## src/rtl/prog_sequencer.sv

```systemverilog
// Program sequencer: fetches 16-bit instructions from a synchronous ROM and issues them to a processor.
// Optional watchdog on the WAIT state is enabled by defining PROG_SEQ_WATCHDOG_EN.
module prog_sequencer #(
  parameter int AW       = 8,
  parameter int WD_LIMIT = 7
) (
  input  logic          Clock,
  input  logic          Resetn,
  input  logic          Start,
  input  logic          Stop,
  input  logic [AW-1:0] StartAddr,
  output logic [AW-1:0] MemAddr,
  input  logic [15:0]   MemData,
  output logic [15:0]   DIN,
  output logic          Run,
  input  logic          Done,
  output logic          Busy,
  output logic          Halted,
  output logic          Error,
  output logic [AW-1:0] PC,
  output logic [15:0]   InstrCount
);

`ifdef PROG_SEQ_WATCHDOG_EN
  localparam bit WD_EN = 1'b1;
`else
  localparam bit WD_EN = 1'b0;
`endif

  localparam int              WDW     = (WD_LIMIT < 2) ? 1 : $clog2(WD_LIMIT + 1);
  localparam logic [WDW-1:0]  WD_LAST = WDW'(WD_LIMIT - 1);
  localparam logic [2:0]      HALT_OP = 3'b111;

  typedef enum logic [2:0] {IDLE, FETCH, LOAD, ISSUE, WAIT, HALT, ERROR} state_t;

  state_t          state;
  logic [AW-1:0]   pc;
  logic [15:0]     ir;
  logic [15:0]     count;
  logic            stop_pend;
  logic [WDW-1:0]  wd;

  function automatic logic [15:0] sat_inc(input logic [15:0] v);
    return (v == 16'hFFFF) ? v : v + 16'd1;
  endfunction

  always_ff @(posedge Clock) begin
    if (!Resetn) begin
      state     <= IDLE;
      pc        <= '0;
      ir        <= '0;
      count     <= '0;
      stop_pend <= 1'b0;
      wd        <= '0;
    end else begin
      case (state)
        IDLE, HALT, ERROR: begin
          if (Start && !Stop) begin
            state     <= FETCH;
            pc        <= StartAddr;
            count     <= '0;
            stop_pend <= 1'b0;
          end
        end
        FETCH: begin
          if (Stop) begin
            state     <= IDLE;
            stop_pend <= 1'b0;
          end else begin
            state <= LOAD;
          end
        end
        LOAD: begin
          if (Stop) begin
            state     <= IDLE;
            stop_pend <= 1'b0;
          end else begin
            ir    <= MemData;
            state <= (MemData[15:13] == HALT_OP) ? HALT : ISSUE;
          end
        end
        ISSUE: begin
          state <= WAIT;
          wd    <= '0;
          if (Stop) stop_pend <= 1'b1;
        end
        WAIT: begin
          if (Done) begin
            pc    <= pc + 1'b1;
            count <= sat_inc(count);
            if (stop_pend || Stop) begin
              state     <= IDLE;
              stop_pend <= 1'b0;
            end else begin
              state <= FETCH;
            end
          end else begin
            if (Stop) stop_pend <= 1'b1;
            // Timeout freezes PC and count; only a new Start leaves ERROR.
            if (WD_EN && wd == WD_LAST) state <= ERROR;
            else if (WD_EN)             wd    <= wd + 1'b1;
          end
        end
        default: state <= IDLE;
      endcase
    end
  end

  assign MemAddr    = pc;
  assign PC         = pc;
  assign DIN        = ir;
  assign InstrCount = count;
  assign Run        = (state == ISSUE);
  assign Busy       = (state == FETCH) || (state == LOAD) || (state == ISSUE) || (state == WAIT);
  assign Halted     = (state == HALT);
`ifdef PROG_SEQ_WATCHDOG_EN
  assign Error      = (state == ERROR);
`else
  assign Error      = 1'b0;
`endif

endmodule
```

## config.mk

```make
export PLATFORM = sky130hd
export DESIGN_NAME = prog_sequencer
export DESIGN_NICKNAME = d
export VERILOG_FILES = /design/src/rtl/prog_sequencer.sv
export SDC_FILE = /design/constraint.sdc
export NUM_CORES = 1
export LEC_CHECK = 0
export ABC_AREA = 1
export BUFFER_PORTS_ARGS = -buffer_cell sky130_fd_sc_hd__buf_2
export CELL_PAD_IN_SITES_DETAIL_PLACEMENT = 0
export CELL_PAD_IN_SITES_GLOBAL_PLACEMENT = 1
export CORE_ASPECT_RATIO = 0.75
export CORE_MARGIN = 4
export CORE_UTILIZATION = 34
export CTS_CLUSTER_DIAMETER = 150
export DETAILED_ROUTE_END_ITERATION = 6
export PLACE_DENSITY = 0.76
export REMOVE_ABC_BUFFERS = 1
export SYNTH_ARGS = -nofsm -noshare
export SYNTH_HDL_FRONTEND = slang
export SYNTH_SLANG_ARGS = --single-unit
```

## constraint.sdc

```tcl
create_clock -name Clock -period 1.66 [get_ports Clock]
set_input_delay 0.249 -clock Clock [delete_from_list [all_inputs] [get_ports Clock]]
set_output_delay 0.249 -clock Clock [all_outputs]
set_load 0.03 [all_outputs]
```

== Word level (Yosys, flattened, before mapping) ==
Cells that the tools add are included.

* Register bits: 44
* Bits of input ports: 29
* Logic and storage cells: 57

* Add/subtract/negate cells: 2
* Equality and inequality tests: 13
* Muxes and demuxes: 20
* Bitwise operators: 1
* Reduce and logical (&&, ||, !) cells: 16

{| class="wikitable"
|+ Operators by type and width
! kind !! number
|-
| 2-to-1 mux 16 bit || 3
|-
| one-hot mux 16 bit (2 select lines) || 1
|-
| adder 16 x 1 -> 16 bit, second input constant || 1
|-
| equality test 16 bit, second input constant || 1
|-
| 2-to-1 mux 8 bit || 2
|-
| one-hot mux 8 bit (2 select lines) || 1
|-
| one-hot mux 3 bit (5 select lines) || 1
|-
| equality test 3 bit, second input constant || 4
|-
| 2-to-1 mux 3 bit || 4
|-
| adder 8 x 1 -> 8 bit, second input constant || 1
|-
| AND reduction 4 bit || 2
|-
| equality test 3 x 2 -> 1 bit, second input constant || 2
|-
| 2-to-1 mux 1 bit || 6
|-
| inequality test 2 bit, second input constant || 3
|-
| logical OR 1 bit || 4
|-
| one-hot mux 1 bit (4 select lines) || 1
|-
| AND reduction 2 bit || 2
|-
| nonzero test 4 bit || 1
|-
| equality test 3 x 1 -> 1 bit, second input constant || 1
|-
| logical NOT 3 bit || 1
|-
| inequality test 3 bit, second input constant || 1
|-
| AND reduction 3 bit || 1
|-
| OR reduction 3 bit || 1
|-
| 2-to-1 mux 2 bit || 1
|-
| 6 further kinds || 6
|}

== Depth between registers and ports, before layout ==
* Word-level depth: 4
* Mapped depth: 11
* Gate-level depth less buffers: 10

== Worst setup path before layout ==
OpenSTA, ideal clock, no wires.

* Path kind: reg-to-reg
* From: reg count[0] (netlist: InstrCount[0])
* To: reg count[0] (netlist: InstrCount[0])
* Library setup time: 0.114 ns
* Data arrival time: 1.619 ns
* Slack: -0.073 ns
* Cell stages (with the launch flop): 10
* Period minus slack after synthesis: 1.733 ns
* Cell sequence: dfxtp_1 -> ha_1 -> nand3_1 -> nor2_1 -> nand3_1 -> nand2_1 -> nor2_4 -> buf_6 -> o21ai_1 -> nor2_1

* Longest elaborated chain between the ends: 4

{| class="wikitable"
|+ Ends and longest elaborated chain
! element !! line !! source
|-
| from (decl) || 39 || <nowiki>logic [15:0] count;</nowiki>
|-
| from (signal assigned) || 90 || <nowiki>count <= sat_inc(count);</nowiki>
|-
| adder 16 x 1 -> 16 bit || 44 || <nowiki>return (v == 16'hFFFF) ? v : v + 16'd1;</nowiki>
|-
| 2-to-1 mux 16 bit || 44 ||
|-
| 2-to-1 mux 16 bit || 88 || <nowiki>if (Done) begin</nowiki>
|-
| one-hot mux 16 bit (2 select lines) || 56 || <nowiki>case (state)</nowiki>
|}

Parallel ways exist; a longest one is shown, timed or not. The select of a mux whose other input is x is not followed.
A chain may end at the register's enable or synchronous reset.

== Worst setup path in the final report ==
* From: reg state[0]
* To: out Busy

* Longest elaborated chain between the ends: 4

{| class="wikitable"
|+ Ends and longest elaborated chain
! element !! line !! source
|-
| from (decl) || 36 || <nowiki>state_t state;</nowiki>
|-
| from (signal assigned) || 79 || <nowiki>state <= (MemData[15:13] == HALT_OP) ? HALT : ISSUE;</nowiki>
|-
| equality test 3 x 1 -> 1 bit or equality test 3 x 2 -> 1 bit (tied branches) || 114 || <nowiki>assign Busy = (state == FETCH) || (state == LOAD) || (state == ISSUE) || (state == WAIT);</nowiki>
|-
| logical OR 1 bit (2 in a row) || 114 ||
|-
| logical OR 1 bit (*) || 114 ||
|-
| to (decl) || 17 || <nowiki>output logic Busy,</nowiki>
|}

Every way passes the cells marked *; elsewhere a longest branch is shown, timed or not.

==> results summary <==
The run finished with clean final reports. The worst slack after detailed placement came out at -2.63 ps. The number of maximum-capacitance violations came out at 0. Of the cells placed in the final design, the portion with a size suffix greater than 1 is 29.5%. Dividing the detail-routed via count by the number of cells gives 4.66. Yosys mapped the design onto 31 distinct sky130hd cell types. The total setup violations reported at the end of the flow came out at 0. The worst hold path terminates at DIN[6]$_SDFFE_PN0P_. The clock network burns 21.9% of the power. The antenna violation net count after detailed routing is 0. The share of synthesized registers carrying an async set or reset came out at 0%. The first-pass GRT wire length came out at 11.4 mm. The number of antenna violations at the first check in global routing is 0.

The worst path setup slack after routing is 136 ps. The routed layout has 2,639 vias. The die covers 8730 sq um. Counting flops with a built-in enable in the synthesized netlist gives 0. TritonCTS built the clock tree.

The reg2reg setup slack is 140 ps. The internal power is 2.20 mW. Of all cell types, the one taking the most synthesized area is dfxtp_1.

The switching portion of total power came out at 42.6%. Sequential cells burn 35.0% of the power. The number of endpoints with negative hold slack in the final report came to 0. The number of buffers added on ports is 79.

Entering global routing, the biggest net connects 27 pins. The global route total overflow came out at 0. Counting cells, the worst reg-to-reg path comes to 9. In this run the most critical hold path is launched from MemData[6]. The count of final max-slew check failures is 0. The clock edge transition at the registers on the reported setup and hold paths is 80 ps. The total detailed-routing wirelength came out at 6.99 mm. The most used flip-flop cell after synthesis is dfxtp_1. The total number of placement rows is 26. The number of remaining DRC errors came out at 0.

The largest buffer count on any clock path is 2. In the synthesized netlist, the cells that appear most often are nand2_1, nor2_1, dfxtp_1. In this run the power spent charging and discharging nets is 1.64 mW. The clock sink count is 44. The sequential fraction of the synthesis area came out at 35.6%.

Yosys attributes the largest share of cell area to dfxtp_1, nand2_1, nor2_1. The smallest clock period supported by the final layout is computed as 1520 ps. The area share of the largest cell type after synthesis came out at 35.6%.

The area of all placed cells without fillers is 3170 sq um. The register bit count reported by yosys is 44. The count of mapped cells out of synthesis came out at 384. Timing would allow up to 0.656 GHz. The critical path launch point type is a register.

The number of diodes came out at 0. The power density relative to cell area is 1210 nW/um^2. After layout, the worst path uses 91.8% of the clock period.

The number of top-level pins came out at 81. The via count of the first global-routing pass came to 2,454. The maximum resistive drop on vdd came out at 0.432 mV. The reg-to-reg startpoint is state[2]$_SDFFE_PN0P_. The maximum net fanout on the critical path is 12. The part of the total power dissipated in combinational logic is 43.1%. In this run the critical register-to-register path is captured at InstrCount[14]$_SDFFE_PN0P_. The post-placement cell count is 556. The HPWL after detailed placement is 5.20 mm. The endpoint class of the critical path is an output pin. Once the floorplan was initialized, standard cells occupied 35.8% of the core. The post-route non-filler standard cell count is 566. The placed instance area came out at 2990 sq um. The post-route setup TNS is 0 ps. The detailed-route wire length per cell came out at 12.3 microns. The instance count along the most critical hold path came out at 3.

The data arrival time at the worst-slack endpoint is 1280 ps. The final weighted congestion in routability-driven placement came out at 0.861. The leakage component of the power came out at 1.46 nW. The root buffer cell is clkbuf_8.

The detailed router finished its first iteration with 106 violations. The area of the mapped netlist came out at 2480 sq um. By instance count, the leading cell after synthesis is nand2_1. The layout overhead on the synthesized area is 28.0%. The utilization after layout came out at 45.8%. The clock latency reported for the late side of the worst-skew pair came out at 300 ps. The average size of a mapped cell came out at 6.45 sq um. The post-cts hold buffer count is 0. The first-pass detailed-route iteration total came out at 4.

The die is 81.9 microns tall. The total core area is 6930 sq um. The worst hold path belongs to the class in2reg. In the global route stage, overall resource usage came out at 16.2%.

In this run the number of H-tree levels came out at 2. The required time at the worst-slack endpoint came out at 1410 ps. The number of clock buffers added by TritonCTS is 5. The warning count from the yosys run is 0.

The critical path is of the reg2out type. The width of the chip is 107 microns. The worst clock skew came out at 5.85 ps.

The net total in the final layout came out at 498.
-- state kept, by name, indices dropped and copies added (netlist names) --
register	cells
DIN	16
InstrCount	16
stop_pend	1
state	3
MemAddr	8
-- power groups by stage --
stage | combinational (mW) | clock (mW) | sequential (mW)
global route | 1.82 | 0.927 | 1.38
global placement | 1.51 | 0 | 1.36
floorplan | 0.710 | 0 | 1.68
detailed placement | 1.52 | 0 | 1.36
finish | 1.65 | 0.843 | 1.34
CTS | 1.53 | 0.872 | 1.34
-- logic make-up (layout without fill, tap and decap cells) --
family / after synthesis / after routing / share of synthesized area, %
adders and majority gates: 2 / 2 / 1.01
other: 1 / 1 / 0.151
DFF: 44 / 44 / 35.6
buffers and inverters: 53 / 136 / 10.2
AOI/OAI and AO/OA: 55 / 55 / 12.1
and+or+nand+nor: 222 / 223 / 38.5
xor gates and xnor gates: 7 / 7 / 2.47
-- critical path, stage by stage, from the launching register on --
cell	delay, ps
dfxtp_2	340
inv_2	100
nand3_2	120
buf_6	170
nand2_1	70
clkbuf_4	180
-- through the flow --
| stage | hold WS (ps) | total power, mW |
|---|---|---|
| 5_1_grt | 196 | 4.12 |
| 3_5_place_dp | 466 | 2.88 |
| 2_1_floorplan | 369 | 2.39 |
| 3_3_place_gp | 458 | 2.87 |
| 4_1_cts | 182 | 3.74 |
| 6_report | 185 | 3.84 |
-- area by class of cell --
class / instances / area, sq um
clock buffers: 5 / 68.8
repair buffers: 97 / 553
flip-flops and latches: 44 / 888
inverters: 31 / 116
well taps: 98 / 123
fillers: 736 / 3760
multi-input cells: 288 / 1380
clock inverters: 3 / 42.5
-- placed cells by master, fill, tap and decap left out, drive strengths merged, types with 2 or more instances in the layout --
cell	count
a21oi	19
buf	96
clkbuf	6
clkinv	3
dfxtp	44
ha	2
inv	29
nand2	98
nand3	26
nand4	7
nor2	87
o211ai	4
o21ai	28
or2	4
xnor2	4
xor2	3
-- worst max-delay path by stage --
stage	start	depth (start not counted)	endpoint
2_1_floorplan	InstrCount[0]$_SDFFE_PN0P_	7	InstrCount[12]$_SDFFE_PN0P_
3_3_place_gp	InstrCount[0]$_SDFFE_PN0P_	9	InstrCount[2]$_SDFFE_PN0P_
3_5_place_dp	state[1]$_SDFFE_PN0P_	9	InstrCount[14]$_SDFFE_PN0P_
4_1_cts	InstrCount[0]$_SDFFE_PN0P_	8	InstrCount[4]$_SDFFE_PN0P_
5_1_grt	InstrCount[1]$_SDFFE_PN0P_	10	InstrCount[14]$_SDFFE_PN0P_
6_report	state[0]$_SDFFE_PN0P_	5	Busy
-- metal layers --
layer	routed length [microns]	GRT usage, %	vias to the layer above
met5	0	0	-
met4	58	3.96	0
met3	417	3.46	6
met2	2980	27.1	75
met1	3520	21.5	1179
li1	-	-	1379
-- what timing repair did --
action,4_1_cts,5_1_grt
gates cloned,0,1
resized for setup,1,16
buffers inserted,0,1
setup endpoints to repair,8,19
endpoints found under the hold margin,0,0
pin swaps,1,3
No activity file was read; power rests on OpenSTA's default activity.
